### src/rtl/symcounter_pkg.sv
`default_nettype none
// ============================================================================
//  Module      : symcounter_pkg
//  Description : Shared definitions for the symbol-counter game stages:
//                FSM state encoding, seven-segment patterns and the
//                binary to two-digit decimal split helper.
//  Revision    : 1.0 - initial release
// ============================================================================
package symcounter_pkg;

    // Game-stage state encoding
    localparam logic [1:0] ST_IDLE = 2'd0;
    localparam logic [1:0] ST_PLAY = 2'd1;
    localparam logic [1:0] ST_DONE = 2'd2;

    // Active-low segment patterns, bit order {dp,g,f,e,d,c,b,a}
    localparam logic [7:0] SEG_BLANK = 8'hFF;
    localparam logic [7:0] SEG_0     = 8'hC0;
    localparam logic [7:0] SEG_1     = 8'hF9;
    localparam logic [7:0] SEG_2     = 8'hA4;
    localparam logic [7:0] SEG_3     = 8'hB0;
    localparam logic [7:0] SEG_4     = 8'h99;
    localparam logic [7:0] SEG_5     = 8'h92;
    localparam logic [7:0] SEG_6     = 8'h82;
    localparam logic [7:0] SEG_7     = 8'hF8;
    localparam logic [7:0] SEG_8     = 8'h80;
    localparam logic [7:0] SEG_9     = 8'h90;

    // Split a value 0..99 into {tens, units}. Units are formed in 4-bit
    // arithmetic: value - 10*tens fits in a nibble, so only the low nibble
    // of 10*tens (the offset below) is needed.
    function automatic logic [7:0] splitDecimal(input logic [6:0] value);
        logic [3:0] tens;
        logic [3:0] offs;
        if (value >= 7'd90) begin
            tens = 4'd9; offs = 4'd10;
        end else if (value >= 7'd80) begin
            tens = 4'd8; offs = 4'd0;
        end else if (value >= 7'd70) begin
            tens = 4'd7; offs = 4'd6;
        end else if (value >= 7'd60) begin
            tens = 4'd6; offs = 4'd12;
        end else if (value >= 7'd50) begin
            tens = 4'd5; offs = 4'd2;
        end else if (value >= 7'd40) begin
            tens = 4'd4; offs = 4'd8;
        end else if (value >= 7'd30) begin
            tens = 4'd3; offs = 4'd14;
        end else if (value >= 7'd20) begin
            tens = 4'd2; offs = 4'd4;
        end else if (value >= 7'd10) begin
            tens = 4'd1; offs = 4'd10;
        end else begin
            tens = 4'd0; offs = 4'd0;
        end
        return {tens, value[3:0] - offs};
    endfunction

endpackage
`default_nettype wire

### src/rtl/seg_decoder.sv
`default_nettype none
// ============================================================================
//  Module      : seg_decoder
//  Description : One decimal digit plus blank request to an active-low
//                seven-segment pattern. Codes 10..15 display blank.
//  Revision    : 1.0 - initial release
// ============================================================================
module seg_decoder
    import symcounter_pkg::*;
(
    input  logic [3:0] i_digit,
    input  logic       i_blank,
    output logic [7:0] o_seg
);

    // Pattern lookup with blank override
    always_comb begin
        o_seg = SEG_BLANK;
        if (!i_blank) begin
            case (i_digit)
                4'd0:    o_seg = SEG_0;
                4'd1:    o_seg = SEG_1;
                4'd2:    o_seg = SEG_2;
                4'd3:    o_seg = SEG_3;
                4'd4:    o_seg = SEG_4;
                4'd5:    o_seg = SEG_5;
                4'd6:    o_seg = SEG_6;
                4'd7:    o_seg = SEG_7;
                4'd8:    o_seg = SEG_8;
                4'd9:    o_seg = SEG_9;
                default: o_seg = SEG_BLANK;
            endcase
        end
    end

endmodule
`default_nettype wire

### src/rtl/play_period.sv
`default_nettype none
// ============================================================================
//  Module      : play_period
//  Description : Timed guessing window. Counts player presses while a
//                seconds countdown runs, drives the 4-digit display and
//                hands off to the post-period stage with a one-cycle
//                postSig and a latched guess-correct flag.
//  Revision    : 1.0 - initial release
// ============================================================================
module play_period
    import symcounter_pkg::*;
#(
    parameter int PLAY_SECONDS = 10,
    parameter int MAX_GUESS    = 99
) (
    input  logic       Clk100M,
    input  logic       Reset,
    input  logic       Clk1Hz,
    input  logic       playSig,
    input  logic       btnPulse,
    input  logic [7:0] targetCount,
    output logic       postSig,
    output logic       playing,
    output logic [7:0] guessCount,
    output logic       guessCorrect,
    output logic [7:0] playSeg0,
    output logic [7:0] playSeg1,
    output logic [7:0] playSeg2,
    output logic [7:0] playSeg3
);

    localparam logic [6:0] c_playSeconds = 7'(PLAY_SECONDS);
    localparam logic [6:0] c_maxGuess    = 7'(MAX_GUESS);

    logic [1:0] r_state;
    logic [1:0] w_nextState;
    logic       w_playingNext;
    logic       w_postNext;

    logic       r_playing;
    logic       r_postSig;
    logic [6:0] r_secondsLeft;
    logic [6:0] r_guessCount;
    logic [6:0] w_countNext;
    logic       r_guessCorrect;
    logic [7:0] r_targetReg;

    logic [7:0] w_secSplit;
    logic [7:0] w_cntSplit;
    logic       w_idle;
    logic [3:0] w_digit [4];
    logic       w_blank [4];
    logic [7:0] w_seg   [4];
    logic [7:0] r_seg   [4];

    // State register
    always_ff @(posedge Clk100M or posedge Reset) begin
        if (Reset) begin
            r_state <= ST_IDLE;
        end else begin
            r_state <= w_nextState;
        end
    end

    // Next-state logic: the window closes on the tick that empties the countdown
    always_comb begin
        w_nextState = r_state;
        case (r_state)
            ST_IDLE: if (playSig) w_nextState = ST_PLAY;
            ST_PLAY: if (Clk1Hz && (r_secondsLeft <= 7'd1)) w_nextState = ST_DONE;
            ST_DONE: w_nextState = ST_IDLE;
            default: w_nextState = ST_IDLE;
        endcase
    end

    // Output decode of the upcoming state, registered below so outputs are glitch-free
    always_comb begin
        w_playingNext = (w_nextState == ST_PLAY);
        w_postNext    = (w_nextState == ST_DONE);
    end

    // Registered playing / postSig outputs
    always_ff @(posedge Clk100M or posedge Reset) begin
        if (Reset) begin
            r_playing <= 1'b0;
            r_postSig <= 1'b0;
        end else begin
            r_playing <= w_playingNext;
            r_postSig <= w_postNext;
        end
    end

    // Saturating press count, only advanced while the window is open
    always_comb begin
        w_countNext = r_guessCount;
        if ((r_state == ST_PLAY) && btnPulse && (r_guessCount < c_maxGuess)) begin
            w_countNext = r_guessCount + 7'd1;
        end
    end

    // Countdown, press counter, target capture and result latch
    always_ff @(posedge Clk100M or posedge Reset) begin
        if (Reset) begin
            r_secondsLeft  <= 7'd0;
            r_guessCount   <= 7'd0;
            r_guessCorrect <= 1'b0;
            r_targetReg    <= 8'd0;
        end else begin
            case (r_state)
                ST_IDLE: begin
                    if (playSig) begin
                        r_secondsLeft  <= c_playSeconds;
                        r_guessCount   <= 7'd0;
                        r_guessCorrect <= 1'b0;
                        r_targetReg    <= targetCount;
                    end
                end
                ST_PLAY: begin
                    r_guessCount <= w_countNext;
                    if (Clk1Hz && (r_secondsLeft != 7'd0)) begin
                        r_secondsLeft <= r_secondsLeft - 7'd1;
                    end
                    // Compare against the count including a press in the final-tick cycle
                    if (w_nextState == ST_DONE) begin
                        r_guessCorrect <= ({1'b0, w_countNext} == r_targetReg);
                    end
                end
                default: begin
                end
            endcase
        end
    end

    // Digit selection: seconds on the left pair, count on the right pair
    always_comb begin
        w_secSplit = splitDecimal(r_secondsLeft);
        w_cntSplit = splitDecimal(r_guessCount);
        w_idle     = (r_state == ST_IDLE);
        w_digit[3] = w_secSplit[7:4];
        w_digit[2] = w_secSplit[3:0];
        w_digit[1] = w_cntSplit[7:4];
        w_digit[0] = w_cntSplit[3:0];
        w_blank[3] = w_idle || (w_secSplit[7:4] == 4'd0);
        w_blank[2] = w_idle;
        w_blank[1] = w_idle || (w_cntSplit[7:4] == 4'd0);
        w_blank[0] = w_idle;
    end

    generate
        for (genvar i = 0; i < 4; i++) begin : g_digit
            seg_decoder u_dec (
                .i_digit (w_digit[i]),
                .i_blank (w_blank[i]),
                .o_seg   (w_seg[i])
            );
        end
    endgenerate

    // Display register; IDLE blanks everything so the post stage owns the display
    always_ff @(posedge Clk100M or posedge Reset) begin
        if (Reset) begin
            for (int k = 0; k < 4; k++) r_seg[k] <= SEG_BLANK;
        end else begin
            for (int k = 0; k < 4; k++) r_seg[k] <= w_seg[k];
        end
    end

    assign postSig      = r_postSig;
    assign playing      = r_playing;
    assign guessCount   = {1'b0, r_guessCount};
    assign guessCorrect = r_guessCorrect;
    assign playSeg0     = r_seg[0];
    assign playSeg1     = r_seg[1];
    assign playSeg2     = r_seg[2];
    assign playSeg3     = r_seg[3];

endmodule
`default_nettype wire

### config.mk
export PLATFORM = sky130hd
export DESIGN_NAME = play_period
export DESIGN_NICKNAME = d
export VERILOG_FILES = /design/src/rtl/symcounter_pkg.sv /design/src/rtl/seg_decoder.sv /design/src/rtl/play_period.sv
export SDC_FILE = /design/constraint.sdc
export NUM_CORES = 1
export LEC_CHECK = 0
export BUFFER_PORTS_ARGS = -buffer_cell sky130_fd_sc_hd__clkbuf_2
export CORE_ASPECT_RATIO = 0.5
export CORE_UTILIZATION = 45
export CTS_CLUSTER_DIAMETER = 40
export DETAILED_ROUTE_END_ITERATION = 7
export PLACE_DENSITY = 0.65
export SYNTH_ARGS = -nofsm -noshare
export SYNTH_HDL_FRONTEND = slang
export SYNTH_HIERARCHICAL = 1
export SYNTH_SLANG_ARGS = --single-unit
### constraint.sdc
create_clock -name Clk100M -period 6.1 [get_ports Clk100M]
set_clock_uncertainty 0.2 [all_clocks]
set_input_delay 1.22 -clock Clk100M [delete_from_list [all_inputs] [get_ports Clk100M]]
set_output_delay 1.22 -clock Clk100M [all_outputs]
set_load 0.02 [all_outputs]
After elaboration in Yosys (flattened, before gate mapping):

Memory sizes are Yosys's and may differ from the RTL's.
Index checks and enable logic that the tools add are counted.

* equal/unequal tests: 7
* reduce and logical (&&, ||, !) cells: 15
* $add $sub $neg: 4
* magnitude comparators: 20
* muxes and demuxes: 52

Operators with widths (count)
* 4-bit two-way mux: 22
* 7-bit by 6-bit >= comparator with 1-bit output, second input constant: 6
* 7-bit >= comparator, second input constant: 6
* 8-bit two-way mux: 4
* 7-bit by 5-bit >= comparator with 1-bit output, second input constant: 4
* 7-bit two-way mux: 4
* 7-bit case mux with 2 select lines: 2
* 3-bit two-way mux: 8
* 7-bit by 4-bit >= comparator with 1-bit output, second input constant: 2
* 2-bit two-way mux: 6
* 7-bit by 8-bit equality test with 1-bit output: 1
* 4-bit logical NOT: 2
* 4-bit subtractor: 2
* 7-bit by 1-bit adder with 7-bit output, second input constant: 1
* 7-bit by 1-bit <= comparator with 1-bit output, second input constant: 1
* 7-bit < comparator, second input constant: 1
* 7-bit nonzero test: 1
* 7-bit by 1-bit subtractor with 7-bit output, second input constant: 1
* 3-bit AND reduction: 2
* 2-bit by 1-bit equality test with 1-bit output, second input constant: 2
* 1-bit logical AND: 4
* 1-bit two-way mux: 4
* 2-bit inequality test, second input constant: 2
* 2-bit case mux with 2 select lines: 1
* 7 further kinds: 9

* memories: 4
* bits in read-only memories: 448
* register bits after elaboration: 59
* input port bits: 13
* logic and storage cells: 113
* output and inout port bits: 43

Memories
* (name not given): depth 16, bits a word 7, rd ports 1, clocked after memory_dff 0, write ports 0, line seg_decoder.sv:20 `case (i_digit)`
* (name not given): depth 16, bits a word 7, rd ports 1, clocked after memory_dff 0, write ports 0, line seg_decoder.sv:20
* (name not given): depth 16, bits a word 7, rd ports 1, clocked after memory_dff 0, write ports 0, line seg_decoder.sv:20
* (name not given): depth 16, bits a word 7, rd ports 1, clocked after memory_dff 0, write ports 0, line seg_decoder.sv:20

Logic depth before layout (Yosys ltp):

Gate-level depths: netlist of the first run.

* word-level depth: 13
* gate-level depth with buffers: 14
* gate-level depth less buffers: 13

Modules after synthesis:

The synthesis of the first run kept the hierarchy.

By module, submodules not included
* play_period: instances 1, area an instance 2940.3 sq um, cells each 268
* seg_decoder at g_digit[2].u_dec ...: instances 2, area an instance 247.7 sq um, cells each 35
* seg_decoder at g_digit[0].u_dec: instances 1, area an instance 264.0 sq um, cells each 37
* seg_decoder at g_digit[1].u_dec: instances 1, area an instance 246.5 sq um, cells each 35

Worst setup path after synthesis of the first run:

Ideal clock, no wire load.

* path type: register to register
* from: register r_guessCount[5]
* to: register r_seg (netlist bit playSeg0[6])
* path slack: 2813 ps
* stages on the path, launching flop included: 15
* arrival: 3003 ps
* path buffers: 2
* data required time: 5816 ps
* period minus slack after synthesis: 3287 ps
* cells stage by stage: dfrtp_1 clkbuf_1 inv_1 nor2_1 a21oi_1 o32a_1 o21ai_0 nand2_1 ha_1 fa_1 xor2_1 buf_6 nor3b_2 nor2b_4 a21oi_2

RTL lines
* start: declaration: line play_period.sv:43 `logic [6:0] r_guessCount;`
* start signal: assignment: line play_period.sv:119 `r_guessCount <= w_countNext;`
* end: declaration: line play_period.sv:54 `logic [7:0] r_seg [4];`

==> impl_results.md, run 1 <==
- Vias in the first global route: approximately 2,700
- Overall die height: roughly 68 um
- Synthesized area per cell: slightly below 10 um2
- Number of DRC markers after the initial detailed-route iteration: ~280
- Number of max-cap violations: 0
- Total setup buffers inserted after CTS: 0
- Post-placement setup slack: between 2 and 2.5 ns
- Antenna violations before repair: 0
- Longest individual stage delay on the worst path: ~0.80 ns
- Gates resized, CTS repair: 0
- Routed via count divided by cell count: ~5.3
- Post-synthesis cell area: roughly 3900 um2
- Routability congestion estimate from global placement: approximately 0.9
- Cell chain of the critical path: nor2b_1 -> a21oi_1 -> o32a_1 -> o21ai_0 -> nand2_1 -> ha_1 -> fa_1 -> xor2_1 -> nor3b_2 -> nor2b_4 -> a21oi_2
- Synth Instances: slightly above 400
- Min-Delay Path Class: flip-flop to flip-flop
- Depth of the worst register-to-register path: 11
- Post-cts hold buffer count: 0
- Combinational family with the most area after synthesis: compound AO/OA/AOI/OAI gates
- Aggregate global-route resource usage: between 10% and 20%
- Count of final hold-check violations: 0
- Synth Flop Type: sky130_fd_sc_hd__dfstp_2
- Hold Path Depth: 1
- Number of setup violations in the final report: 0
- Compound-cell area share of the yosys netlist: a little under a fifth
- Count of synthesis-stage warnings from yosys: 6
- Sequential share of the synthesized area: between 30% and 40%
- Post-DRT Antenna Nets: 0
- Worst r2r src: r_guessCount[3]
- Total congestion overflow after global routing: 0
- Global-route wire length before repair: approximately 13,000 um
- Post-route worst setup slack: 2.29 ns
- Rows: 23
- Largest delay share family, worst path: simple AND/OR/NAND/NOR gates
- Max Fclk: between 200 and 300 MHz
- Basic-gate share of the synthesized area counting and, or, nand and nor cells: between 10% and 20%
- Unrepaired setup endpoints after global routing: false
- Post-Layout Inst Area: around 4500 um2
- Fraction of the mapped netlist area in adder cells: between 9 and 10%
- Remaining design rule violation count: 0
- Final cell count without fillers: around 570
- WS Path Type: flip-flop to flip-flop
- I/O Pins: 56
- Buffers on Ports: 54
- Post-Syn Nets: approximately 450
- Slew Viols, Final: 0
- Number of nets in the finished design: approximately 500
- Area delta synth->final: 14.6%
- Pin count of the biggest net entering global routing: 60
- Relative slew slack: between 30% and 40%
- Share of cells above drive strength 1: about 29%
- EDFF count, synth: 0
- Instance area at placement: 4190 um2
- Final sum of negative setup slack: 0 ns
- Clock H-tree levels: 3
- XOR/XNOR share of the synthesized area: 5.33%
- TritonCTS clock tree: built
- CORE AREA: between 8000 and 9000 um2
- Number of diodes added for antenna fixing: 0
- Inserted Clock Buffers: 9
- Multiplexer share of the synthesized area: under 10%
- Area of the die: between 9000 and 10,000 um2
- Total via count in the routed design: between 2,000 and 3,000
- Reg-to-reg slack, setup: 2.29 ns
- WP data required: 6.16 ns
- FF-to-FF End: playSeg0[6]
- Data arrival at the endpoint of the critical path: 3.87 ns
- Avg WL per Cell: approximately 14 um
- Maximum fanout along the worst path: 24
- Post-synth ARST share: 100%
- Dpl hpwl: roughly 5200 um
- Critical path startpoint category: flip-flop
- Root cell of the clock tree: sky130_fd_sc_hd__clkbuf_16
- Clock network latency to the later pin of the worst-skew pair: about 0.33 ns
- Maximum clock path buffer count: 2
- Register clock-pin slew on the reported worst setup and hold paths: around 0.05 ns
- Max stage delay cell, worst path: sky130_fd_sc_hd__dfrtp_1
- First-pass DRT Iterations: 4
- Initial cell density of the core: between 40% and 50%
- TritonCTS Sinks: 59
- Part of the cycle the worst path needs: around 63%
- Buffers and inverters on the worst path: 0
- Crit path time final: roughly 3.8 ns
- Cell Count Post-Placement: 550
- Horizontal die dimension: 134 um
- Result of the run: finished, final reports clean
- Worst min-delay path startpoint: r_targetReg[6]
- Measured slew at the worst slew-check pin: around 1.0 ns
- Endpoint class of the critical path: flip-flop
- Worst hold endpoint: r_targetReg[6]
- Distinct cell type count of the synthesized netlist: roughly 60
- Number of synthesized register bits: slightly below 60
- Post-detailed-routing wire length: between 7000 and 8000 um
==> area by class of cell <==
cell class | count | area [um2]
sequential | 59 | 1520
clock inverter | 5 | 75.1
clock buffer | 11 | 253
multi-input combinational | 296 | 2150
inverter | 27 | 101
tap | 112 | 140
timing repair buffer | 56 | 285
fill | 749 | 3740
==> sequential cells by signal, indices dropped and copies added (netlist names) <==
| register | count |
|---|---|
| playSeg0 | 8 |
| playSeg1 | 8 |
| playSeg2 | 8 |
| playSeg3 | 8 |
| r_targetReg | 8 |
| r_guessCount | 7 |
| r_secondsLeft | 7 |
| r_state | 2 |
| guessCorrect | 1 |
| playing | 1 |
| postSig | 1 |
==> placed cells by master (no fill, tap or decap), types with 8 or more instances in the layout <==
cell type | Yosys | routed
sky130_fd_sc_hd__nand2_1 | 21 | 21
sky130_fd_sc_hd__xor2_1 | 10 | 10
sky130_fd_sc_hd__a21oi_1 | 34 | 34
sky130_fd_sc_hd__nand2b_1 | 10 | 10
sky130_fd_sc_hd__inv_1 | 27 | 26
sky130_fd_sc_hd__nor3_1 | 13 | 13
sky130_fd_sc_hd__o21ai_0 | 30 | 30
sky130_fd_sc_hd__clkbuf_2 | 0 | 54
sky130_fd_sc_hd__clkbuf_16 | 0 | 9
sky130_fd_sc_hd__dfstp_2 | 32 | 32
sky130_fd_sc_hd__nor2_1 | 22 | 22
sky130_fd_sc_hd__xnor2_1 | 14 | 14
sky130_fd_sc_hd__mux2_2 | 8 | 8
sky130_fd_sc_hd__ha_1 | 27 | 27
sky130_fd_sc_hd__dfrtp_1 | 27 | 27
==> Yosys cell counts, types with 13 or more instances <==
cell type | count | area, um2
sky130_fd_sc_hd__a21oi_1 | 34 | 170
sky130_fd_sc_hd__xnor2_1 | 14 | 123
sky130_fd_sc_hd__nor3_1 | 13 | 65.1
sky130_fd_sc_hd__clkbuf_1 | 14 | 52.6
sky130_fd_sc_hd__dfrtp_1 | 27 | 676
sky130_fd_sc_hd__dfstp_2 | 32 | 841
sky130_fd_sc_hd__nand2_1 | 21 | 78.8
sky130_fd_sc_hd__inv_1 | 27 | 101
sky130_fd_sc_hd__o21ai_0 | 30 | 150
sky130_fd_sc_hd__nor2_1 | 22 | 82.6
sky130_fd_sc_hd__ha_1 | 27 | 338
==> worst max-delay path by stage <==
| stage | startpoint | end | slack, ns | cells after the start |
|---|---|---|---|---|
| 5_1_grt | r_guessCount[3] | playSeg0[0] | 1.95 | 11 |
| 3_3_place_gp | r_guessCount[3] | playSeg0[6] | 2.56 | 11 |
| 3_5_place_dp | r_guessCount[3] | playSeg0[6] | 2.40 | 11 |
| 4_1_cts | r_guessCount[3] | playSeg0[6] | 2.27 | 11 |
| 6_report | r_guessCount[3] | playSeg0[6] | 2.29 | 11 |
| 2_1_floorplan | r_guessCount[5] | playSeg0[6] | 2.81 | 14 |
==> per-layer routing <==
layer / vias up / GRT usage (%) / wire, um
li1: 1504 / - / -
met1: 1405 / 24.9 / 3880
met2: 62 / 28.5 / 3340
met3: 7 / 6.81 / 386
met4: 0 / 5.76 / 78
met5: - / 0 / 0
==> metrics by stage <==
| stage | hold WS (ns) | utilization (%) |
|---|---|---|
| detailed placement | 0.316 | 50.8 |
| global placement | 0.311 | 50.8 |
| floorplan | 0.299 | - |
| CTS | 0.328 | 54.7 |
| finish | 0.326 | 54.7 |
| global route | 0.345 | 54.7 |
==> cell families (layout without fill, tap and decap cells) <==
group | after synthesis | after routing
xor+xnor | 24 | 24
simple gates | 105 | 105
buf+inv | 55 | 99
compound gates | 117 | 117
mux | 15 | 15
fa+ha+maj | 30 | 30
flops | 59 | 59
other cells | 5 | 5
Power of run 1 is not shown: default switching activity piles up to over one toggle a cycle in this logic, so the estimate is an artifact.
==> run 2, diff against run 1 <==
Clock period 6.1 ns to 3.98 ns, I/O delays scaled along.
==> run 2 against run 1 <==
Net effect:
- wire length up 0.64%
- maximum frequency up 14%
- die area unchanged
- critical endpoint unchanged
- largest cell class unchanged
- highest routed layer unchanged
==> impl_results.md, run 2 (synthesis gave the netlist of run 1 again) <==
- Measured slew at the worst slew-check pin: 1.04 ns (+0.0314 ns)
- Max stage delay cell, worst path: sky130_fd_sc_hd__dfrtp_1
- Post-detailed-routing wire length: 7740 um (+0.64%)
- Final cell count without fillers: 572 (+1.1%)
- Part of the cycle the worst path needs: 84.3% (+22 points)
- Rows: 23 (unchanged)
- Post-cts hold buffer count: 0 (unchanged)
- Initial cell density of the core: 47.8% (unchanged)
- Cell mode on critical path: sky130_fd_sc_hd__ha_1
- Final sum of negative setup slack: 0 ns (unchanged)
- Routed via count divided by cell count: 5.19 (-1.3%)
- Avg WL per Cell: 13.5 um (-0.42%)
- Count of final hold-check violations: 0 (unchanged)
- Slew Viols, Final: 0 (unchanged)
- Horizontal die dimension: 134 um (unchanged)
- WP data required: 4.04 ns (-2.12 ns)
- TritonCTS clock tree: built
- Vias in the first global route: 2,708 (+0.52%)
- Number of diodes added for antenna fixing: 0 (unchanged)
- Result of the run: finished, final reports clean
- Count of fill cells added during filler insertion: 743 (-0.80%)
- Number of max-cap violations: 0 (unchanged)
- Min-Delay Path Class: flip-flop to flip-flop
- Inserted Clock Buffers: 9 (unchanged)
- Maximum fanout along the worst path: 11 (-54%)
- WS Path Type: flip-flop to flip-flop
- Aggregate global-route resource usage: 18.6% (-0.081 points)
- CORE AREA: 8260 um2 (unchanged)
- Share of cells above drive strength 1: 30.0% (+0.93 points)
- Buffers on Ports: 54 (unchanged)
- TritonCTS Sinks: 59 (unchanged)
- Number of nets in the finished design: 497 (+1.2%)
- Critical path startpoint category: flip-flop
- Largest delay share family, worst path: simple AND/OR/NAND/NOR gates
- Total congestion overflow after global routing: 0 (unchanged)
- Max Fclk: 298 MHz (+14%)
- Pin count of the biggest net entering global routing: 46 (-23%)
- Cell Count Post-Placement: 556 (+1.1%)
- Remaining design rule violation count: 0 (unchanged)
- Commonest cells after routing, fill and taps aside: 54 x sky130_fd_sc_hd__clkbuf_2, 34 x sky130_fd_sc_hd__a21oi_1, 32 x sky130_fd_sc_hd__dfstp_2
- Buffers and inverters on the worst path: 1 (+1)
- Total via count in the routed design: 2,969 (-0.30%)
- Clock network latency to the later pin of the worst-skew pair: 0.33 ns (about the same)
- Register clock-pin slew on the reported worst setup and hold paths: 0.05 ns (about the same)
- First-pass DRT Iterations: 4 (unchanged)
- Data arrival at the endpoint of the critical path: 3.41 ns (-0.46 ns)
- Number of DRC markers after the initial detailed-route iteration: 256 (-7.9%)
- Post-DRT Antenna Nets: 0 (unchanged)
- Crit path time final: 3.36 ns (-0.459 ns)
- Cell chain of the critical path: inv_1 -> ha_1 -> nor3_1 -> nor2_1 -> o21ai_0 -> nand2_1 -> ha_1 -> fa_1 -> xor2_1 -> nor3b_2 -> nor2b_4 -> a21oi_2
- Routability congestion estimate from global placement: 0.901 (+0.29%)
- Gates resized, CTS repair: 0 (unchanged)
- Root cell of the clock tree: sky130_fd_sc_hd__clkbuf_16
- Clock H-tree levels: 3 (unchanged)
- Global-route wire length before repair: 13,000 um (-0.84%)
- Area delta synth->final: 15.7%
- Total setup buffers inserted after CTS: 0 (unchanged)
- Area of the die: 9170 um2 (unchanged)
- Longest individual stage delay on the worst path: 0.54 ns (-0.26 ns)
- I/O Pins: 56 (unchanged)
- Leading cell type in the layout, fill and taps excluded: sky130_fd_sc_hd__clkbuf_2
- Antenna violations before repair: 0 (unchanged)
- Dpl hpwl: 5320 um (+1.9%)
- Unrepaired setup endpoints after global routing: false
- Overall die height: 68.2 um (unchanged)
- Endpoint class of the critical path: flip-flop
- Maximum clock path buffer count: 2 (unchanged)
- Number of setup violations in the final report: 0 (unchanged)
- Relative slew slack: 30.1% (-2.1 points)
run 2: cell count changes in the layout (fill, tap and decap cells not counted), sizes merged:
cell / change
buf: +6
clkinvlp: +2
clkbuf: -1
clkinv: -1
run 2: metrics by stage:
step	area, um2	worst slack, ns	util (%)	hold WS (ns)
floorplan	3950	0.693	-	0.299
global placement	4240	0.732	51.3	0.308
detailed placement	4240	0.611	51.3	0.315
CTS	4570	0.578	55.3	0.327
global route	4570	0.294	55.3	0.338
finish	4570	0.624	55.3	0.323
run 2: final cells by class:
cell class | instances | area, um2 | share of cell area [%]
multi-input cells | 296 | 2150 | 47.1
well taps | 112 | 140 | 3.07
inverters | 27 | 101 | 2.22
clock inverters | 6 | 88.8 | 1.95
repair buffers | 62 | 330 | 7.23
flip-flops and latches | 59 | 1520 | 33.2
clock buffers | 10 | 239 | 5.23
run 2: metal layers:
metal / GRT usage [%] / vias up / part of all wire, %
li1: - / 1502 / -
met4: 8.01 / 0 / 1.0
met3: 6.07 / 6 / 3.8
met2: 28.6 / 68 / 43
met1: 24.3 / 1393 / 52
met5: 0 / - / 0
run 2: final timing paths:
kind                                  from                to  slack [ns]  depth (start not counted)
setup reg to reg           r_guessCount[0]       playSeg0[6]        0.62                         12
hold / removal              r_targetReg[6]    r_targetReg[6]        0.32                          1
min in group asynchronous            Reset  r_secondsLeft[0]        0.47                          2
hold reg to reg             r_targetReg[6]    r_targetReg[6]        0.32                          1
setup / recovery           r_guessCount[0]       playSeg0[6]        0.62                         12
max in group asynchronous            Reset       playSeg2[7]        2.31                          3
Power of run 2 is left out for the same reason.
==> run 3, diff against run 2 <==
Clock period 3.98 ns to 3.3 ns, I/O delays scaled along.
==> run 3 against run 2 <==
Net effect:
- count of clock-buffer cells in the layout grew 1
- sequential cell count is the same
- utilization grew 1.8 points
- critical endpoint is now playSeg2[0]
- largest cell class unchanged
- non-clock buffer count grew 16
- highest routed layer unchanged
- setup slack lost 0.31 ns
- design area grew 3.2%
- die area is the same
- global-route usage grew 0.56 points
- worst hold slack lost 0.10 ns
- cell count grew 2.8%
==> impl_results.md, run 3 (synthesis gave the netlist of run 1 again) <==
- Result of the run: finished, final reports clean
- Number of diodes added for antenna fixing: 0 (unchanged)
- Critical path startpoint category: flip-flop
- Final sum of negative setup slack: 0 ns (unchanged)
- TritonCTS Sinks: 59 (unchanged)
- Rows: 23 (unchanged)
- Total met2 wirelength after detailed routing: 3610 um (+9.0%)
- Share of cells above drive strength 1: 32.8% (+2.8 points)
- Clock network latency to the later pin of the worst-skew pair: 0.34 ns (about the same)
- Slew Viols, Final: 0 (unchanged)
- Register clock-pin slew on the reported worst setup and hold paths: 0.05 ns (about the same)
- Number of nets in the finished design: 513 (+3.2%)
- CORE AREA: 8260 um2 (unchanged)
- TritonCTS clock tree: built
- Root cell of the clock tree: sky130_fd_sc_hd__clkbuf_16
- Aggregate global-route resource usage: 19.2% (+0.56 points)
- Instance area at placement: 4330 um2 (+2.1%)
- Metal-1 WL: 3960 um (-2.2%)
- Maximum clock path buffer count: 2 (unchanged)
- Data arrival at the endpoint of the critical path: 3.04 ns (-0.37 ns)
- Crit path time final: 2.99 ns (-0.367 ns)
- Number of max-cap violations: 0 (unchanged)
- Buffers on Ports: 54 (unchanged)
- Dpl hpwl: 5510 um (+3.6%)
- Inserted Clock Buffers: 9 (unchanged)
- Area delta synth->final: 19.5%
- Clock H-tree levels: 3 (unchanged)
- Largest delay share family, worst path: adder cells
- FF-to-FF End: playSeg2[0]
- Post-cts hold buffer count: 0 (unchanged)
- Unrepaired setup endpoints after global routing: false
- Number of setup violations in the final report: 0 (unchanged)
- Antenna violations before repair: 0 (unchanged)
- Logic depth of the worst setup path including buffers: 11 (-1)
- Max Fclk: 335 MHz (+12%)
- Endpoint class of the critical path: flip-flop
- Routability congestion estimate from global placement: 0.832 (-7.6%)
- Met3 wire len: 347 um (+18%)
- I/O Pins: 56 (unchanged)
- Horizontal die dimension: 134 um (unchanged)
- Commonest cells after routing, fill and taps aside: 54 x sky130_fd_sc_hd__clkbuf_2, 34 x sky130_fd_sc_hd__a21oi_1, 32 x sky130_fd_sc_hd__dfstp_2
- Routed via count divided by cell count: 5.25 (+1.1%)
- Buffers and inverters on the worst path: 0 (-1)
- Total congestion overflow after global routing: 0 (unchanged)
- Overall die height: 68.2 um (unchanged)
- Cell chain of the critical path: ha_1 -> o311ai_0 -> nand3_1 -> o21ai_0 -> o21ai_0 -> ha_1 -> fa_1 -> xor2_2 -> or2b_1 -> o21ai_0 -> a21oi_1
- Maximum fanout along the worst path: 10 (-1)
- Total via count in the routed design: 3,085 (+3.9%)
- Remaining design rule violation count: 0 (unchanged)
- WP data required: 3.35 ns (-0.69 ns)
- Global-route wire length before repair: 13,300 um (+2.9%)
- Post-DRT Antenna Nets: 0 (unchanged)
- Number of DRC markers after the initial detailed-route iteration: 164 (-36%)
- Initial cell density of the core: 47.8% (unchanged)
- Depth of the worst register-to-register path: 11 (-1)
- First-pass DRT Iterations: 4 (unchanged)
- WS Path Type: flip-flop to flip-flop
- Reg-to-reg slack, setup: 0.31 ns (-0.31 ns)
- Relative slew slack: 48.9% (+19 points)
- Post-detailed-routing wire length: 8000 um (+3.4%)
- Pin count of the biggest net entering global routing: 33 (-28%)
- Leading cell type in the layout, fill and taps excluded: sky130_fd_sc_hd__clkbuf_2
- Part of the cycle the worst path needs: 90.6% (+6.2 points)
- Top Layer Used: met4
- Worst r2r src: r_secondsLeft[1]
- Min-Delay Path Class: primary input to asynchronous set/reset pin
- Avg WL per Cell: 13.6 um (+0.56%)
- Area of the die: 9170 um2 (unchanged)
- Vias in the first global route: 2,779 (+2.6%)
- Max stage delay cell, worst path: sky130_fd_sc_hd__dfrtp_1
- Count of final hold-check violations: 0 (unchanged)
- Measured slew at the worst slew-check pin: 0.766 ns (-0.273 ns)
- Count of fill cells added during filler insertion: 730 (-1.7%)
- Post-Layout Inst Area: 4710 um2 (+3.2%)
- Longest individual stage delay on the worst path: 0.48 ns (-0.06 ns)
- Cell mode on critical path: sky130_fd_sc_hd__o21ai_0
## run 3: what timing repair did
| action | 4_1_cts | 5_1_grt |
|---|---|---|
| setup buffers | 0 | 4 |
| endpoints found under the setup margin | 0 | 8 |
| resized for setup | 0 | 3 |
| endpoints found under the hold margin | 0 | 0 |
## run 3: worst reg2reg max path, cell delays in order, from the launching register on
cell                       delay (ns)
sky130_fd_sc_hd__dfrtp_1         0.48
sky130_fd_sc_hd__ha_1            0.22
sky130_fd_sc_hd__o311ai_0        0.26
sky130_fd_sc_hd__nand3_1         0.14
sky130_fd_sc_hd__o21ai_0         0.10
sky130_fd_sc_hd__o21ai_0         0.13
sky130_fd_sc_hd__ha_1            0.22
sky130_fd_sc_hd__fa_1            0.41
sky130_fd_sc_hd__xor2_2          0.24
sky130_fd_sc_hd__or2b_1          0.27
sky130_fd_sc_hd__o21ai_0         0.12
sky130_fd_sc_hd__a21oi_1         0.11
## run 3: cell type report
cell class / instances / area (um2) / area share (%)
multi-input combinational: 296 / 2160 / 45.8
clock buffer: 11 / 243 / 5.15
inverter: 27 / 105 / 2.23
sequential: 59 / 1520 / 32.2
timing repair buffer: 78 / 450 / 9.55
clock inverter: 5 / 100 / 2.12
tap: 112 / 140 / 2.97
## run 3: worst max-delay path by stage
| stage | to | slack, ns | startpoint |
|---|---|---|---|
| finish | playSeg2[0] | 0.31 | r_secondsLeft[1] |
| global route | playSeg2[2] | 0.04 | r_secondsLeft[1] |
| floorplan | playSeg0[6] | 0.01 | r_guessCount[5] |
| global placement | playSeg2[0] | 0.24 | r_secondsLeft[1] |
| detailed placement | playSeg0[5] | 0.20 | r_guessCount[3] |
| CTS | playSeg0[5] | 0.17 | r_guessCount[3] |
## run 3: metrics by stage
stage	worst slack, ns	hold slack [ns]	instances	util, %
after floorplan	0.0135	0.299	410	-
after global placement	0.242	0.309	568	52.4
after detailed placement	0.200	0.317	568	52.4
after CTS	0.165	0.247	584	56.6
after global routing	0.0415	0.275	588	57.1
final	0.312	0.220	588	57.1
## run 3: per-layer routing
metal	vias to the layer above	GRT usage, %
met3	6	5.26
met5	-	0
met4	0	7.16
met2	70	30.7
li1	1536	-
met1	1473	25.2
Power of run 3 is left out for the same reason.
